==> config.mk <==
export PLATFORM = sky130hd
export DESIGN_NAME = ssd_bcd_scan_driver
export DESIGN_NICKNAME = d
export VERILOG_FILES = /design/src/rtl/ssd_bcd_scan_driver.sv
export SDC_FILE = /design/constraint.sdc
export NUM_CORES = 1
export LEC_CHECK = 0
export BUFFER_PORTS_ARGS = -buffer_cell sky130_fd_sc_hd__buf_4
export CAP_MARGIN = 20
export CORE_ASPECT_RATIO = 1.2
export CORE_MARGIN = 2
export CORE_UTILIZATION = 45
export DETAILED_ROUTE_END_ITERATION = 8
export PLACE_DENSITY = 0.68
export SETUP_SLACK_MARGIN = 0.3
export SLEW_MARGIN = 20
export SYNTH_ARGS = -nofsm -noshare
export SYNTH_HDL_FRONTEND = slang
export SYNTH_SLANG_ARGS = --single-unit
==> constraint.sdc <==
create_clock -name Clk -period 2.85 [get_ports Clk]
set_input_delay 0.285 -clock Clk [delete_from_list [all_inputs] [get_ports Clk]]
set_output_delay 0.285 -clock Clk [all_outputs]
set_load 0.005 [all_outputs]
==> src/rtl/ssd_bcd_scan_driver.sv <==
// Seven-segment driver: captures a binary value, converts it to BCD by sequential double-dabble and
// scans NUM_DIGITS digits onto active-low anodes/cathodes. Optional macro SSD_LZ_BLANK_EN: leading-zero blanking.
module ssd_bcd_scan_driver #(
  parameter int NUM_DIGITS = 4,
  parameter int VAL_W      = 9,
  parameter int SCAN_DIV_W = 18
) (
  input  logic             Clk,
  input  logic             Reset,
  input  logic [VAL_W-1:0] value,
  input  logic             load,
  output logic             busy,
  output logic             done,
  output logic             ovf,
  output logic [7:0]       An,
  output logic [7:0]       Cath
);

  localparam int BCD_W  = 4*NUM_DIGITS + 4;
  localparam int DISP_W = 4*NUM_DIGITS;

  function automatic logic [31:0] pow10(input int n);
    logic [31:0] p;
    p = 32'd1;
    for (int k = 0; k < n; k++) begin
      p = p * 32'd10;
    end
    return p;
  endfunction

  localparam logic [31:0] MAX_VAL = pow10(NUM_DIGITS) - 32'd1;

  function automatic logic [7:0] seg_code(input logic [3:0] d);
    case (d)
      4'd0:    seg_code = 8'h03;
      4'd1:    seg_code = 8'h9F;
      4'd2:    seg_code = 8'h25;
      4'd3:    seg_code = 8'h0D;
      4'd4:    seg_code = 8'h99;
      4'd5:    seg_code = 8'h49;
      4'd6:    seg_code = 8'h41;
      4'd7:    seg_code = 8'h1F;
      4'd8:    seg_code = 8'h01;
      4'd9:    seg_code = 8'h09;
      default: seg_code = 8'hFF;
    endcase
  endfunction

  typedef enum logic [1:0] {
    S_IDLE = 2'd0,
    S_CONV = 2'd1,
    S_FIN  = 2'd2
  } state_t;

  state_t              r_state;
  state_t              w_state_nxt;
  logic [4:0]          r_cnt;
  logic [VAL_W-1:0]    r_shift;
  logic [VAL_W-1:0]    r_val;
  logic [BCD_W-1:0]    r_bcd;
  logic [BCD_W-1:0]    w_bcd_adj;
  logic [DISP_W-1:0]   r_disp;
  logic                r_ovf;
  logic [31:0]         w_val_ext;
  logic                w_ovf_nxt;
  logic [SCAN_DIV_W-1:0] r_pre;
  logic [2:0]          r_idx;
  logic [3:0]          w_digit;
  logic [7:0]          w_an_nxt;
  logic [7:0]          w_cath_nxt;
  logic [7:0]          r_an;
  logic [7:0]          r_cath;

  always_ff @(posedge Clk) begin
    if (Reset) begin
      r_state <= S_IDLE;
    end else begin
      r_state <= w_state_nxt;
    end
  end

  always_comb begin
    w_state_nxt = r_state;
    busy        = 1'b0;
    done        = 1'b0;
    case (r_state)
      S_IDLE: begin
        if (load) begin
          w_state_nxt = S_CONV;
        end
      end
      S_CONV: begin
        busy = 1'b1;
        if (r_cnt == 5'(VAL_W - 1)) begin
          w_state_nxt = S_FIN;
        end
      end
      S_FIN: begin
        done        = 1'b1;
        w_state_nxt = S_IDLE;
      end
      default: w_state_nxt = S_IDLE;
    endcase
  end

  // Add-3 correction on every nibble (guard included) before each shift.
  always_comb begin
    w_bcd_adj = r_bcd;
    for (int n = 0; n < NUM_DIGITS + 1; n++) begin
      if (r_bcd[4*n +: 4] >= 4'd5) begin
        w_bcd_adj[4*n +: 4] = r_bcd[4*n +: 4] + 4'd3;
      end
    end
  end

  always_ff @(posedge Clk) begin
    if (Reset) begin
      r_shift <= '0;
      r_val   <= '0;
      r_bcd   <= '0;
      r_cnt   <= '0;
    end else begin
      case (r_state)
        S_IDLE: begin
          if (load) begin
            r_shift <= value;
            r_val   <= value;
            r_bcd   <= '0;
            r_cnt   <= '0;
          end
        end
        S_CONV: begin
          r_bcd   <= {w_bcd_adj[BCD_W-2:0], r_shift[VAL_W-1]};
          r_shift <= r_shift << 1;
          r_cnt   <= r_cnt + 5'd1;
        end
        default: ;
      endcase
    end
  end

  // The guard nibble alone misses values beyond 10^(NUM_DIGITS+1), hence the direct compare as well.
  assign w_val_ext = 32'(r_val);
  assign w_ovf_nxt = (r_bcd[BCD_W-1 -: 4] != 4'd0) || (w_val_ext > MAX_VAL);

  always_ff @(posedge Clk) begin
    if (Reset) begin
      r_disp <= '0;
      r_ovf  <= 1'b0;
    end else if (r_state == S_FIN) begin
      r_disp <= r_bcd[DISP_W-1:0];
      r_ovf  <= w_ovf_nxt;
    end
  end

  assign ovf = r_ovf;

  always_ff @(posedge Clk) begin
    if (Reset) begin
      r_pre <= '0;
      r_idx <= '0;
    end else begin
      r_pre <= r_pre + SCAN_DIV_W'(1);
      if (&r_pre) begin
        r_idx <= (r_idx == 3'(NUM_DIGITS - 1)) ? 3'd0 : r_idx + 3'd1;
      end
    end
  end

  always_comb begin
    w_digit = 4'd0;
    for (int n = 0; n < NUM_DIGITS; n++) begin
      if (r_idx == 3'(n)) begin
        w_digit = r_disp[4*n +: 4];
      end
    end
  end

`ifdef SSD_LZ_BLANK_EN
  logic w_blank;

  // Blank digit idx when it and every digit above it are zero; the ones digit always shows.
  always_comb begin
    w_blank = (r_idx != 3'd0);
    for (int n = 0; n < NUM_DIGITS; n++) begin
      if ((3'(n) >= r_idx) && (r_disp[4*n +: 4] != 4'd0)) begin
        w_blank = 1'b0;
      end
    end
  end
`endif

  always_comb begin
    w_an_nxt = ~(8'h01 << r_idx);
    if (r_ovf) begin
      w_cath_nxt = 8'hFD;
`ifdef SSD_LZ_BLANK_EN
    end else if (w_blank) begin
      w_cath_nxt = 8'hFF;
`endif
    end else begin
      w_cath_nxt = seg_code(w_digit);
    end
  end

  // Anode and cathode change on the same edge, so no digit ever shows its neighbour's pattern.
  always_ff @(posedge Clk) begin
    if (Reset) begin
      r_an   <= 8'hFF;
      r_cath <= 8'hFF;
    end else begin
      r_an   <= w_an_nxt;
      r_cath <= w_cath_nxt;
    end
  end

  assign An   = r_an;
  assign Cath = r_cath;

endmodule
==> results of run 1 <==
## cell type report
cell class | count | area share (%)
tap | 120 | 3.14
inverter | 30 | 2.36
clock buffer | 12 | 3.25
clock inverter | 4 | 1.57
timing repair buffer | 36 | 5.66
multi-input combinational | 361 | 46.7
sequential | 89 | 37.3
## worst reg2reg max path, cell delays in order, from the launching register on
cell      delay (ns)
dfxtp_1         0.38
inv_1           0.08
ha_1            0.29
nand3b_1        0.20
a221o_1         0.31
a21oi_2         0.22
inv_1           0.14
ha_1            0.34
o31a_1          0.30
## power groups by stage
| stage | clock network, mW | registers, mW | logic [mW] |
|---|---|---|---|
| CTS | 1.00 | 1.28 | 0.126 |
| global placement | 0 | 1.31 | 0.123 |
| floorplan | 0 | 1.31 | 0.0840 |
| global route | 1.07 | 1.29 | 0.142 |
| finish | 0.978 | 1.28 | 0.124 |
| detailed placement | 0 | 1.31 | 0.126 |
## final timing paths
check / endpoint / startpoint / slack (ns) / depth (start not counted)
setup / recovery: Cath[4] / r_idx[1] / 0.49 / 8
hold / removal: r_shift[8] / value[8] / 0.24 / 3
setup reg to reg: Cath[4] / r_idx[1] / 0.49 / 8
hold reg to reg: r_disp[6] / r_disp[6] / 0.46 / 2
## cells by family after synthesis
kind of cell,synth area share (%)
AOI/OAI and AO/OA,17.6
xor gates and xnor gates,5.35
adders and majority gates,7.06
buffers and inverters,5.88
DFF,41.9
muxes,0.235
other,0.0882
and+or+nand+nor,21.9
## layer usage
layer  up-vias  routed length [microns]  global-route usage, %  part of all wire [%]
met5         -                        0                      0                     0
met4         0                      123                   5.29                   1.5
met3         9                      249                   4.09                   3.0
met2        52                     4040                   29.3                    49
met1      1583                     3770                   20.9                    46
li1       1747                        -                      -                     -
## repair_timing
action,4_1_cts,5_1_grt
gates resized for setup,0,2
hold endpoints to repair,0,0
endpoints found under the setup margin,0,6
buffers inserted,0,0
## registers in the layout, indices dropped and copies added, names as in the netlist
name and cells:
r_bcd 20, ovf 1, r_disp 16, r_state 2, Cath 7, r_idx 3
An 8, r_pre 18, r_cnt 5, r_shift 9
## stage by stage
| stage | power, mW | worst slack [ns] |
|---|---|---|
| 5_1_grt | 2.50 | 0.308 |
| 6_report | 2.39 | 0.487 |
| 3_5_place_dp | 1.44 | 0.369 |
| 2_1_floorplan | 1.39 | 0.612 |
| 4_1_cts | 2.41 | 0.349 |
| 3_3_place_gp | 1.44 | 0.492 |
## layout by cell type (no fill, tap or decap), types with 5 or more instances in the layout
master    netlist  final
a21o_1          6      6
a21oi_1        52     51
a22oi_1         9      9
buf_4           1     36
clkbuf_8        0     11
dfxtp_1        89     89
ha_1           24     24
inv_1          28     28
nand2_1        69     69
nand2b_1        9      9
nand3_1        12     12
nand3b_1        5      5
nor2_1         50     50
nor2b_1         6      6
nor3_1         12     12
o211ai_1        5      5
o21ai_0        25     25
xnor2_1        13     13
xor2_1         13     13
==> results.md, run 1 <==
* Status: finished, final reports clean
* Share of total power in the clock network at 41.0%
* CTS tree: done
* Final setup viols at 0
* Die area at 10200 sq um
* Top cells by area, synth: dfxtp_1 42%, ha_1 7.1%, a21oi_1 6.1%
* Longest Clk Path Bufs at 2
* CTS Hold Bufs at 0
* Design area at 4780 sq um
* Syn Nets at 542
* Ports at 31
* CP Buf/Inv Count at 2
* Placed instance count at 636
* Comb pwr share at 5.2%
* Rows at 38
* Sequential power share at 53.8%
* Synth top area share at 41.9%
* Post-DRT Antenna Nets at 0
* Setup_tns at 0 ns
* Leading cell type by number of instances after synthesis: dfxtp_1
* Drt pass-1 iters at 5
* Synthesized cell area at 4250 sq um
* Worst Hold Class: primary input to flop
* Gr ovfl total at 0
* Power per cell area at 500 nW/um^2
* Post-synthesis cell count at 506
* First-pass GRT wire length at 14.5 mm
* Post-DP HPWL at 5.67 mm
* Slowest stage cell, crit path: dfxtp_1
* Fin crit period at 2.36 ns
* Slew HR at 38.1%
* Vias in the first global route at 3256
* Wire per inst at 12.5 microns
* Clock Tree Root: clkbuf_8
* Fin util at 52.3%
* CP Capture Type: flop
* Top Family by Delay on Critical Path: compound AO/OA/AOI/OAI gates
* Maximum vdd drop at 0.239 mV
* Layout cells sized above 1 at 12.2%
* Gr usage total at 17.0%
* GPL Wtd Cong at 0.809
* Area delta synth->final at 12.3%
* Max Clock Skew at 0.0111 ns
* Initial Utilization at 46.6%
* CTS clk-pin slew, worst paths at 0.09 ns
* Hold slack final at 0.238 ns
* Number of synthesized flops with an enable pin at 0
* Pleak at 1.82 nW
* Final WL at 8.18 mm
* Fin nets at 563
* Initial antenna violation count at 0
* Synth async-reset ratio at 0%
* Area post-placement at 4540 sq um
* Largest net degree at the start of global routing at 80
* CP Class: flop to flop
* Post-route DRC at 0
* N_diodes at 0
* Net Switching at 0.529 mW
* Non-Filler Instances at 652
* Die height at 110 microns
* Internal power at 1.86 mW
* CP Launch Type: flop
* CTS sink count at 89
* H-tree depth at 3
* Synth warnings at 0
* DRT iter0 DRCs at 132
* WP data arrival at 2.62 ns
* Vias at 3391
* Fin. Hold Viols at 0
* Final period util at 82.9%
* Slew at the pin closest to its max-slew limit at 0.926 ns
* RSZ-0062 raised after global routing: no
* Sw Ratio at 22.2%
* Fin. max-slew vios at 0
* Mean Syn Cell Area at 8.40 sq um
* Multi-input logic area at 2230 sq um
* CTS buffer count at 9
* Vias/cell at 5.20
* Yosys reg bits at 89
* Filler cells at 891
* WP data required at 3.10 ns
* Clk_lat worst skew at 0.36 ns
* Max Fanout on Critical Path at 10
* Maximum clock rate at 0.423 GHz
* CP max stage delay at 0.38 ns
* Largest area contributor in the netlist: dfxtp_1
* Synth top cells by count: 89 x dfxtp_1, 69 x nand2_1, 52 x a21oi_1
* Unique masters post-synth at 58
* Input/output buffers at 29
* Crit path cell chain: inv_1, ha_1, nand3b_1, a221o_1, a21oi_2, inv_1, ha_1, o31a_1
* MaxCap Viol Count at 0
* Sequential area share after synthesis at 41.9%
* Register area at 1780 sq um
* Synth Flop Type: dfxtp_1
* Core area at 9130 sq um
* Die width at 92.7 microns
No activity file was read; power rests on OpenSTA's default activity.
==> inputs of run 2 (changes only) <==
--- a/config.mk
+++ b/config.mk
@@ -11,7 +11,7 @@
 export CORE_MARGIN = 2
 export CORE_UTILIZATION = 45
 export DETAILED_ROUTE_END_ITERATION = 8
-export PLACE_DENSITY = 0.68
+export PLACE_DENSITY = 0.71
 export SETUP_SLACK_MARGIN = 0.3
 export SLEW_MARGIN = 20
 export SYNTH_ARGS = -nofsm -noshare
==> constraint.sdc (replaced) <==
create_clock -name Clk -period 2.15 [get_ports Clk]
set_input_delay 0.215 -clock Clk [delete_from_list [all_inputs] [get_ports Clk]]
set_output_delay 0.215 -clock Clk [all_outputs]
set_load 0.005 [all_outputs]
==> run 2 against run 1 <==
Effect of this change: utilization up 3.0 points; maximum frequency up 13%; cell count up 2.8%; combinational power up 35%; via count up 3.4%; global-route usage up 0.76 points; clock skew down 0.0029 ns; die area unchanged; critical path depth unchanged; critical endpoint unchanged; largest cell class unchanged.
==> results.md, run 2 (synthesized netlist as in run 1, its figures left out) <==
* Non-Filler Instances at 670 (+2.8%)
* Initial antenna violation count at 0 (unchanged)
* Slew HR at 56.0% (+18 points)
* Post-route DRC at 0 (unchanged)
* Fin crit period at 2.09 ns (-0.273 ns)
* DRT iter0 DRCs at 149 (+13%)
* Post-DRT Antenna Nets at 0 (unchanged)
* Fin. max-slew vios at 0 (unchanged)
* Rows at 38 (unchanged)
* CTS Hold Bufs at 0 (unchanged)
* CP Capture Type: flop
* Worst Hold Class: primary input to flop
* Vias in the first global route at 3490 (+7.2%)
* Fin util at 55.3% (+3.0 points)
* Area post-placement at 4610 sq um (+1.6%)
* Slew at the pin closest to its max-slew limit at 0.660 ns (-0.266 ns)
* CTS clk-pin slew, worst paths at 0.09 ns (about the same)
* Largest regs: r_bcd (20), r_pre (18), r_disp (16)
* Post-DP HPWL at 5.70 mm (+0.48%)
* Final WL at 8.60 mm (+5.1%)
* Input/output buffers at 29 (unchanged)
* Largest net degree at the start of global routing at 65 (-19%)
* CP Class: flop to flop
* Wire per inst at 12.8 microns (+2.3%)
* Leading cell types in the layout, fill and taps excluded: 85 x dfxtp_1, 69 x nand2_1, 52 x buf_4, 50 x a21oi_1, 49 x nor2_1
* Clock Tree Root: clkbuf_8
* CTS buffer count at 9 (unchanged)
* Clk_lat worst skew at 0.36 ns (about the same)
* Maximum vdd drop at 0.337 mV (+41%)
* WP data arrival at 2.35 ns (-0.27 ns)
* H-tree depth at 3 (unchanged)
* GPL Wtd Cong at 0.791 (-2.2%)
* DP Worst Slack at 0.0148 ns (-0.354 ns)
* N_diodes at 0 (unchanged)
* First-pass GRT wire length at 14.9 mm (+3.3%)
* MaxCap Viol Count at 0 (unchanged)
* Placed instance count at 638 (+0.31%)
* Max Fanout on Critical Path at 7 (-3)
* Final period util at 97.2% (+14 points)
* Commonest non-fill, non-tap cell in the layout: dfxtp_1
* CTS sink count at 89 (unchanged)
* Power per cell area at 597 nW/um^2 (+20%)
* Ports at 31 (unchanged)
* WP data required at 2.41 ns (-0.69 ns)
* Pleak at 1.93 nW (+5.7%)
* Status: finished, final reports clean
* Longest Clk Path Bufs at 2 (unchanged)
* Gr ovfl total at 0 (unchanged)
* CP Launch Type: flop
* Slowest stage cell, crit path: dfxtp_4
* Core area at 9130 sq um (unchanged)
* Initial Utilization at 46.6% (unchanged)
* Fin. Hold Viols at 0 (unchanged)
* Top reg by flops: r_bcd
* Die width at 92.7 microns (unchanged)
* Maximum clock rate at 0.478 GHz (+13%)
* Fin nets at 581 (+3.2%)
* Design area at 5050 sq um (+5.8%)
* Layout cells sized above 1 at 19.8% (+7.6 points)
* Die area at 10200 sq um (unchanged)
* Crit path cell chain: buf_4, ha_4, nor2b_2, a311oi_2, and2b_2, buf_4, ha_4, o31a_1
* Vias/cell at 5.23 (+0.58%)
* Max reg flops at 20 (unchanged)
* Pwr Total at 3.02 mW (+26%)
* Final setup viols at 0 (unchanged)
* CTS tree: done
* Gr usage total at 17.8% (+0.76 points)
* Die height at 110 microns (unchanged)
* Drt pass-1 iters at 4 (-1)
* Max Clock Skew at 0.00821 ns (-0.00287 ns)
* Vias at 3505 (+3.4%)
* CP max stage delay at 0.37 ns (about the same)
* RSZ-0062 raised after global routing: yes
* Area delta synth->final at 18.8%
* Setup ws final at 0.0598 ns (-0.427 ns)
-- run 2: layout make-up --
class | count | area (sq um)
fill | 873 | 4080
sequential | 89 | 1790
tap | 120 | 150
inverter | 30 | 123
multi-input combinational | 361 | 2370
clock inverter | 5 | 55.1
timing repair buffer | 54 | 422
clock buffer | 11 | 141
-- run 2: power by group --
group / switching, mW / internal [mW]
combinational: 0.100 / 0.0677
sequential: 0.0235 / 1.68
clock: 0.586 / 0.565
-- run 2: repair_timing --
item / in CTS / in global routing
gates cloned: 0 / 0
setup buffers: 11 / 5
endpoints found under the setup margin: 7 / 9
gates resized for setup: 15 / 13
pin swaps: 7 / 3
-- run 2: worst max-delay path: cells and delay by family (launching register included) --
| kind | cells | cell delay, ns |
|---|---|---|
| compound gates | 2 | 0.53 |
| buf+inv | 2 | 0.29 |
| fa+ha+maj | 2 | 0.39 |
| simple gates | 2 | 0.41 |
| flops | 1 | 0.37 |
-- run 2: stage by stage --
step | hold slack, ns | setup TNS, ns
2_1_floorplan | 0.425 | 0
3_3_place_gp | 0.447 | 0
3_5_place_dp | 0.451 | 0
4_1_cts | 0.149 | 0
5_1_grt | 0.208 | -0.0151
6_report | 0.160 | 0
-- run 2: final timing paths --
kind            start         end  slack (ns)  cells past startpoint
min reg2reg  r_pre[0]    r_pre[0]        0.46                      1
max          r_idx[1]     Cath[4]        0.06                      8
max reg2reg  r_idx[1]     Cath[4]        0.06                      8
min          value[8]  r_shift[8]        0.16                      3
-- run 2: metal layers --
layer  vias up  global-route usage, %  wire length, microns
li1       1790                      -                     -
met1      1645                   19.9                  3820
met2        53                   31.8                  4280
met3        17                   4.50                   286
met4         0                   7.16                   214
met5         -                      0                     0
==> inputs of run 3 (changes only) <==
--- a/config.mk
+++ b/config.mk
@@ -12,6 +12,7 @@
 export CORE_UTILIZATION = 45
 export DETAILED_ROUTE_END_ITERATION = 8
 export PLACE_DENSITY = 0.71
+export REMOVE_ABC_BUFFERS = 1
 export SETUP_SLACK_MARGIN = 0.3
 export SLEW_MARGIN = 20
 export SYNTH_ARGS = -nofsm -noshare
==> run 3 against run 2 <==
Effect of this change: sequential share of layout area decreased by 0.20 points; setup slack improved by 0.073 ns; wire length increased by 5.8%; hold slack improved by 0.013 ns; utilization increased by 0.27 points; first-iteration DRC count increased by 5.4%; non-clock buffer count increased by 2; critical path type unchanged; critical endpoint unchanged; largest power group unchanged.
==> results.md, run 3 (synthesized netlist as in run 1, its figures left out) <==
* Setup_tns at 0 ns (unchanged)
* Clk_lat worst skew at 0.37 ns (about the same)
* Non-Filler Instances at 672 (+0.30%)
* H-tree depth at 3 (unchanged)
* Final WL at 9.10 mm (+5.8%)
* DRT iter0 DRCs at 157 (+5.4%)
* Hold slack final at 0.173 ns (+0.0132 ns)
* Max Clock Skew at 0.0106 ns (+0.00236 ns)
* Maximum vdd drop at 0.331 mV (-1.9%)
* First-pass GRT wire length at 15.2 mm (+1.8%)
* CP Launch Type: flop
* Input/output buffers at 29 (unchanged)
* Post-DP HPWL at 5.94 mm (+4.2%)
* Slowest stage cell, crit path: dfxtp_2
* Die area at 10200 sq um (unchanged)
* CTS clk-pin slew, worst paths at 0.09 ns (about the same)
* Largest net degree at the start of global routing at 36 (-45%)
* Hold depth at 3 (unchanged)
* Hold Startpoint: value[8]
* Fin util at 55.6% (+0.27 points)
* Area post-placement at 4630 sq um (+0.38%)
* Final setup viols at 0 (unchanged)
* Crit path cell chain: inv_2, ha_4, nand3b_1, a311oi_2, and2b_2, inv_2, ha_4, inv_4, o2111ai_4, o31a_1
* Maximum clock rate at 0.496 GHz (+3.6%)
* Longest Clk Path Bufs at 2 (unchanged)
* Slew at the pin closest to its max-slew limit at 0.529 ns (-0.131 ns)
* Max reg flops at 20 (unchanged)
* Crit path launch: r_idx[1]
* Vias in the first global route at 3358 (-3.8%)
* Initial Utilization at 46.6% (unchanged)
* Die height at 110 microns (unchanged)
* Drt pass-1 iters at 4 (unchanged)
* Fin nets at 583 (+0.34%)
* Met3 WL at 249 microns (-13%)
* Layout cells sized above 1 at 21.0% (+1.2 points)
* Hold EP: r_shift[8]
* Worst R2R Start: r_idx[1]
* CTS sink count at 89 (unchanged)
* Commonest non-fill, non-tap cell in the layout: dfxtp_1
* Top reg by flops: r_bcd
* Vias/cell at 5.24 (+0.19%)
* WP data required at 2.42 ns (about the same)
* Setup ws final at 0.132 ns (+0.0727 ns)
* Filler cells at 834 (-4.5%)
* CP Capture Type: flop
* R2R Path End: Cath[4]
* Fin. max-slew vios at 0 (unchanged)
* Fin. Hold Viols at 0 (unchanged)
* Status: finished, final reports clean
* CP max stage delay at 0.36 ns (about the same)
* CTS Hold Bufs at 0 (unchanged)
* Met1 WL at 4.06 mm (+6.1%)
* Largest regs: r_bcd (20), r_pre (18), r_disp (16)
* GPL Wtd Cong at 0.792 (+0.13%)
* Gr ovfl total at 0 (unchanged)
* Post-route DRC at 0 (unchanged)
* Slew HR at 64.5% (+8.4 points)
* Post-DRT Antenna Nets at 0 (unchanged)
* R2R Setup Slk at 0.13 ns (+0.07 ns)
* Pwr Total at 3.05 mW (+1.1%)
* Placed instance count at 648 (+1.6%)
* N_diodes at 0 (unchanged)
* CTS buffer count at 9 (unchanged)
* Ports at 31 (unchanged)
* Fin crit period at 2.02 ns (-0.0727 ns)
* Max Fanout on Critical Path at 5 (-2)
* Worst Hold Class: primary input to flop
* Wire per inst at 13.5 microns (+5.5%)
* Core area at 9130 sq um (unchanged)
* Vias at 3522 (+0.49%)
* Final period util at 93.8% (-3.4 points)
* WL met2 at 4.56 mm (+6.6%)
* Top Layer Used: met4
* Rows at 38 (unchanged)
* CP Class: flop to flop
* CTS tree: done
* Pleak at 1.93 nW (+0.34%)
* Clock Tree Root: clkbuf_8
* Die width at 92.7 microns (unchanged)
* Worst-case reg-to-reg path depth at 10 (+2)
* Design area at 5080 sq um (+0.50%)
* DP Worst Slack at -0.0690 ns (-0.0838 ns)
* Area delta synth->final at 19.4%
* Initial antenna violation count at 0 (unchanged)
* Leading cell types in the layout, fill and taps excluded: 84 x dfxtp_1, 69 x nand2_1, 53 x buf_4, 50 x a21oi_1, 49 x nor2_1
* Power per cell area at 601 nW/um^2 (+0.62%)
* MaxCap Viol Count at 0 (unchanged)
* WP data arrival at 2.28 ns (-0.07 ns)
* Gr usage total at 18.1% (+0.32 points)
* RSZ-0062 raised after global routing: yes
## run 3: cell count changes in the layout (fill, tap and decap cells not counted), moves of 2 or more
cell | before | now
inv_2 | 1 | 4
buf_6 | 1 | 3
clkinv_2 | 2 | 0
dfxtp_2 | 2 | 4
inv_4 | 4 | 2
nor3b_2 | 0 | 2
## run 3: per-layer routing
layer / vias to the layer above / GRT usage, %
met3: 17 / 3.48
met4: 0 / 10.1
met2: 50 / 30.5
met1: 1666 / 21.4
li1: 1789 / -
met5: - / 0
## run 3: worst max-delay path: cells and delay by family (launching register included)
family	cells	cell delay, ns
adder cells (fa/ha/maj)	2	0.33
buffers and inverters	3	0.20
AND/OR/NAND/NOR	2	0.41
flip-flops	1	0.36
AO/OA/AOI/OAI	3	0.60
## run 3: worst max path at each step
stage | endpoint | slack [ns] | depth (start not counted)
detailed placement | Cath[3] | -0.07 | 8
global placement | Cath[4] | 0.06 | 8
global route | Cath[2] | 0.04 | 8
floorplan | Cath[4] | -0.05 | 8
finish | Cath[4] | 0.13 | 10
CTS | Cath[1] | 0.20 | 10
## run 3: repair_timing
action,4_1_cts,5_1_grt
setup buffers,5,3
pin swaps,6,9
gates cloned,0,0
endpoints found under the setup margin,8,10
gates resized for setup,33,17
## run 3: final cells by class
class	count	area (sq um)	share of cell area [%]
multi-input cells	361	2390	47.1
flip-flops and latches	89	1790	35.3
repair buffers	56	432	8.50
well taps	120	150	2.96
clock buffers	12	145	2.86
inverters	30	118	2.32
clock inverters	4	52.6	1.03
## run 3: power breakdown
part           switching (mW)  total (mW)  internal (mW)  leakage, nW
Sequential             0.0258        1.70           1.68        0.725
Combinational           0.104       0.175         0.0713         1.12
Clock                   0.603        1.17          0.570       0.0888
Total                   0.733        3.05           2.32         1.93
